==> config.mk <==
export PLATFORM = sky130hd
export DESIGN_NAME = gen_logic
export DESIGN_NICKNAME = d
export VERILOG_FILES = /design/src/rtl/gen_logic_pkg.sv /design/src/rtl/gen_pattern.sv /design/src/rtl/gen_logic.sv
export SDC_FILE = /design/constraint.sdc
export NUM_CORES = 1
export LEC_CHECK = 0
export CORE_MARGIN = 5
export CORE_UTILIZATION = 35
export CTS_CLUSTER_DIAMETER = 120
export DETAILED_ROUTE_END_ITERATION = 8
export MAX_ROUTING_LAYER = met4
export PLACE_DENSITY = 0.64
export SLEW_MARGIN = 20
export SYNTH_ARGS = -nofsm -noshare
export SYNTH_HDL_FRONTEND = slang
export SYNTH_SLANG_ARGS = --single-unit
==> constraint.sdc <==
create_clock -name clk -period 2.7 [get_ports clk]
set_clock_uncertainty 0.05 [all_clocks]
set_input_delay 0.54 -clock clk [delete_from_list [all_inputs] [get_ports clk]]
set_output_delay 0.54 -clock clk [all_outputs]
set_load 0.03 [all_outputs]
==> src/rtl/gen_logic_pkg.sv <==
// Shared definitions for the gen_logic burst generator: FSM states and LFSR constants.
// The LFSR constants are used only when GEN_LOGIC_LFSR_EN is defined.
package gen_logic_pkg;

   typedef enum logic [1:0] {
      ST_IDLE = 2'd0,
      ST_SEND = 2'd1,
      ST_GAP  = 2'd2,
      ST_FIN  = 2'd3
   } state_t;

   localparam logic [31:0] LFSR_POLY = 32'h8020_0003;
   localparam logic [31:0] LFSR_SEED = 32'h0000_0001;

   // One right-shifting Galois step: feedback taps are applied when bit 0 falls out.
   function automatic logic [31:0] lfsr_step(input logic [31:0] s);
      logic [31:0] n;
      n = s >> 1;
      if (s[0]) begin
         n = n ^ LFSR_POLY;
      end
      return n;
   endfunction

endpackage

==> src/rtl/gen_pattern.sv <==
// Word pattern source for gen_logic: a wrapping counter by default, or a 32-bit Galois
// LFSR when GEN_LOGIC_LFSR_EN is defined. The value register always resets to zero.
module gen_pattern
   import gen_logic_pkg::*;
#(
   parameter int DW = 32
) (
   input  logic          clk,
   input  logic          rst_n,
   input  logic          load,
   input  logic          advance,
   output logic [DW-1:0] value
);

`ifdef GEN_LOGIC_LFSR_EN

   logic [31:0] lfsr;
   logic [31:0] lfsr_nxt;

   assign lfsr_nxt = lfsr_step(lfsr);

   // The LFSR state keeps the seed across reset so it is never stuck at zero,
   // while the visible word still comes out of reset as zero.
   always_ff @(posedge clk or negedge rst_n) begin
      if (!rst_n) begin
         lfsr  <= LFSR_SEED;
         value <= '0;
      end else if (load) begin
         lfsr  <= LFSR_SEED;
         value <= DW'(LFSR_SEED);
      end else if (advance) begin
         lfsr  <= lfsr_nxt;
         value <= DW'(lfsr_nxt);
      end
   end

`else

   always_ff @(posedge clk or negedge rst_n) begin
      if (!rst_n) begin
         value <= '0;
      end else if (load) begin
         value <= '0;
      end else if (advance) begin
         value <= value + DW'(1);
      end
   end

`endif

endmodule

==> src/rtl/gen_logic.sv <==
// Burst generator: on start, emits num_words pattern words over a valid/ready link with
// an optional idle gap between words. Define GEN_LOGIC_LFSR_EN for an LFSR pattern.
module gen_logic
   import gen_logic_pkg::*;
#(
   parameter int DW  = 32,
   parameter int GAP = 0,
   parameter int CW  = 16
) (
   input  logic          clk,
   input  logic          rst_n,
   input  logic          start,
   input  logic [CW-1:0] num_words,
   output logic          down_valid,
   output logic [DW-1:0] down_data,
   input  logic          down_ready,
   output logic          busy,
   output logic          done
);

   // Gap counter needs at least one bit even when the gap feature is unused.
   localparam int GW = (GAP > 0) ? $clog2(GAP + 1) : 1;

   state_t        state;
   state_t        next_state;
   logic [CW-1:0] remaining;
   logic [GW-1:0] gap_cnt;
   logic          gap_last;
   logic          xfer;
   logic          load;

   assign down_valid = (state == ST_SEND);
   assign busy       = (state != ST_IDLE);
   assign done       = (state == ST_FIN);
   assign xfer       = down_valid && down_ready;
   assign gap_last   = (gap_cnt == GW'(GAP - 1));

   always_ff @(posedge clk or negedge rst_n) begin
      if (!rst_n) begin
         state <= ST_IDLE;
      end else begin
         state <= next_state;
      end
   end

   always_comb begin
      next_state = state;
      load       = 1'b0;
      case (state)
         ST_IDLE: begin
            if (start) begin
               if (num_words == '0) begin
                  next_state = ST_FIN;
               end else begin
                  next_state = ST_SEND;
                  load       = 1'b1;
               end
            end
         end
         ST_SEND: begin
            if (xfer) begin
               if (remaining == CW'(1)) begin
                  next_state = ST_FIN;
               end else if (GAP == 0) begin
                  next_state = ST_SEND;
               end else begin
                  next_state = ST_GAP;
               end
            end
         end
         ST_GAP: begin
            if (gap_last) begin
               next_state = ST_SEND;
            end
         end
         ST_FIN: begin
            next_state = ST_IDLE;
         end
         default: begin
            next_state = ST_IDLE;
         end
      endcase
   end

   // Word and gap bookkeeping; the gap counter is parked at zero outside ST_GAP.
   always_ff @(posedge clk or negedge rst_n) begin
      if (!rst_n) begin
         remaining <= '0;
         gap_cnt   <= '0;
      end else begin
         if (load) begin
            remaining <= num_words;
         end else if (xfer) begin
            remaining <= remaining - CW'(1);
         end
         if (state == ST_GAP && !gap_last) begin
            gap_cnt <= gap_cnt + GW'(1);
         end else begin
            gap_cnt <= '0;
         end
      end
   end

   gen_pattern #(
      .DW(DW)
   ) u_pattern (
      .clk    (clk),
      .rst_n  (rst_n),
      .load   (load),
      .advance(xfer),
      .value  (down_data)
   );

endmodule

==> flow_summary.json <==
{
  "cp_max_fo": 13,
  "final_max_slew_viol_count": 0,
  "cts-root-buf": "clkbuf_8",
  "cts_resized": 0,
  "grt_max_degree": 23,
  "start_util_pct": 35.8,
  "tns_ns": 0,
  "holdWs_ns": 0.0585,
  "min_path_type": "input port to asynchronous set/reset pin",
  "tightest_slew_ns": 0.597,
  "ys_dominant_reg_cell": "dfrtp_1",
  "worstSetupEndpointType": "primary output",
  "finalSetupViolations": 0,
  "drv_cap": 0,
  "status": "complete, no violations",
  "rows": 33,
  "die_h_um": 101,
  "rrSetupSlack_ns": 0.50,
  "post-route-drc-count": 0,
  "via_per_inst": 5.61,
  "grt_pass1_vias": 2641,
  "cts_tree": "done",
  "power.density_nw_per_um2": 597,
  "startpoint": "state[0]",
  "gp_congestion": 0.903,
  "cts_num_sinks": 51,
  "syn_area_um2": 2930,
  "finalCritPeriodShare_pct": 85.9,
  "rsz0062_at_grt": "no",
  "arrival_ns": 1.73,
  "antenna_found_initial": 0,
  "worstPathCellList": "nor2b_1 > clkdlybuf4s50_1",
  "yosysWarnings": 0,
  "first_iter_violations": 118,
  "drive_gt1_share_pct": 9.29,
  "dp_hpwl_mm": 5.48,
  "postCtsSetupBuffers": 0,
  "routedWlPerCell_um": 15.6,
  "r2r_end": "u_pattern.value[31]",
  "ant_nets": 0,
  "cts_buffer_depth": 2,
  "seq_area_frac_synth_pct": 43.6,
  "antenna_cells": 0,
  "wl_mm": 7.34,
  "ctsHoldBuffers": 0,
  "clk_latency_ns": 0.31,
  "synthToLayoutAreaGrowth_pct": 25.1,
  "async_reset_ff_share_pct": 100,
  "die-area_um2": 10300,
  "slew_headroom_pct": 60.2,
  "grt_use_total_pct": 15.3,
  "ir_drop_v": 0.000344,
  "synth-seq-cells": 51,
  "cts_max_level": 2,
  "r2r_cells": 4,
  "syn_inst": 312,
  "synth_cell_types": 50,
  "core_um2": 8180,
  "place_area_um2": 3560,
  "crit_type": "flip-flop to primary output",
  "ios": 55,
  "drtPass1Iterations": 4,
  "fmax_ghz": 0.431,
  "startpoint_type": "flip-flop",
  "finalCriticalPeriod_ns": 2.32,
  "hold_viol_final": 0,
  "fp.dieW_um": 101,
  "slowest_stage": "clkdlybuf4s50_1",
  "slowest_delay_ns": 0.68,
  "nFillCells": 801,
  "synth_edf_count": 0,
  "grt_pass1_wl_mm": 12.4,
  "leakage_nw": 1.39,
  "required_ns": 2.11,
  "port_buffers": 54,
  "design_area_um2": 3660,
  "overflow": 0,
  "nets": 388,
  "synth_nets": 335,
  "vias": 2641,
  "cts_buffers": 5,
  "avgSynthCellArea_um2": 9.38,
  "clkSlewWorstSetupHoldPaths_ns": 0.09,
  "r2r-start": "state[1]",
  "fin_util_pct": 44.8,
  "endpoint": "down_valid"
}
## metrics by stage
step | power (mW) | setup slack [ns] | cells
2_1_floorplan | 1.48 | 0.517 | 312
3_3_place_gp | 1.70 | 0.0899 | 463
3_5_place_dp | 1.71 | 0.0416 | 463
4_1_cts | 2.21 | 0.371 | 471
5_1_grt | 2.32 | 0.234 | 471
6_report | 2.19 | 0.380 | 471
## power breakdown
group          internal [mW]  total (mW)  switching (mW)
clock network          0.235       0.492           0.258
logic                  0.291       0.600           0.309
registers              0.903        1.09           0.191
total                   1.43        2.19           0.757
## cell usage in the layout, fill, tap and decap left out, types with 3 or more instances in the layout
cell type and n:
clkdlybuf4s50_1 53, dfrtp_1 51, a21oi_1 23, nand4_1 19, nor2_1 18, nand3_1 16, or4_1 16, nand2_1 13
o21ai_0 12, o31ai_1 12, inv_1 10, nor3_1 10, xnor2_1 10, or3_1 10, buf_4 10, nor4_1 9
clkbuf_8 7, o21ai_1 5, xor2_1 5, or2_2 4, a211o_1 4, mux2_2 4, nand2b_1 3, a221o_1 3
a21boi_0 3, ha_1 3
## logic make-up (layout without fill, tap and decap cells)
group	Yosys count	in the layout	share of synthesized area, %
AOI/OAI and AO/OA	68	68	14.6
adders and majority gates	3	3	1.28
DFF	51	51	43.6
buffers and inverters	28	82	4.92
and+or+nand+nor	142	142	29.2
xor gates and xnor gates	15	15	4.49
muxes	5	5	1.88
## Yosys cell counts, types with 2 or more instances
cell	n	area, µm²
a211o_1	4	35.0
a21boi_0	3	22.5
a21oi_1	23	115
a221o_1	3	30.0
and2_1	2	12.5
and3_1	2	12.5
and3_2	2	15.0
and4_1	2	17.5
and4_2	2	20.0
buf_2	3	15.0
buf_6	2	22.5
clkbuf_1	11	41.3
dfrtp_1	51	1280
ha_1	3	37.5
inv_1	10	37.5
mux2_2	4	45.0
nand2_1	13	48.8
nand2b_1	3	18.8
nand3_1	16	80.1
nand3b_1	2	15.0
nand4_1	19	119
nand4b_1	2	17.5
nor2_1	18	67.6
nor3_1	10	50.1
nor4_1	9	56.3
o211ai_1	2	15.0
o21ai_0	12	60.1
o21ai_1	5	25.0
o31ai_1	12	90.1
or2_0	2	12.5
or2_2	4	25.0
or3_1	10	62.6
or4_1	16	120
xnor2_1	10	87.6
xor2_1	5	43.8
## routing by layer
metal | global-route usage, % | part of all wire, % | wire [µm]
met1 | 19.8 | 46 | 3400
met2 | 25.4 | 48 | 3550
met3 | 2.55 | 4.6 | 335
met4 | 3.17 | 0.75 | 55
met5 | - | 0 | 0
## cell type report
cell class | count | area (µm²) | area share (%)
inverters | 10 | 37.5 | 1.02
multi-input cells | 233 | 1510 | 41.1
well taps | 105 | 131 | 3.59
flip-flops and latches | 51 | 1280 | 34.8
repair buffers | 64 | 611 | 16.7
clock buffers | 8 | 100 | 2.73
## state kept, by name, indices dropped and copies added, names as in the netlist
register / count
u_pattern.value: 32
remaining: 16
gap_cnt: 1
state: 2
## how the worst min path moves through the flow
stage / from / endpoint / slack (ns) / depth (start not counted)
after floorplan: rst_n / gap_cnt / 0.19 / 0
after global placement: rst_n / u_pattern.value[14] / 0.40 / 1
after detailed placement: rst_n / u_pattern.value[14] / 0.40 / 1
after CTS: rst_n / state[0] / 0.06 / 1
after global routing: rst_n / state[0] / 0.08 / 1
final: rst_n / u_pattern.value[14] / 0.06 / 1
## critical path, delay by kind of cell (launching register included)
family	cells	cell delay, ns
buffers and inverters	1	0.68
and+or+nand+nor	1	0.18
DFF	1	0.57
(Power assumes the default switching activity.)
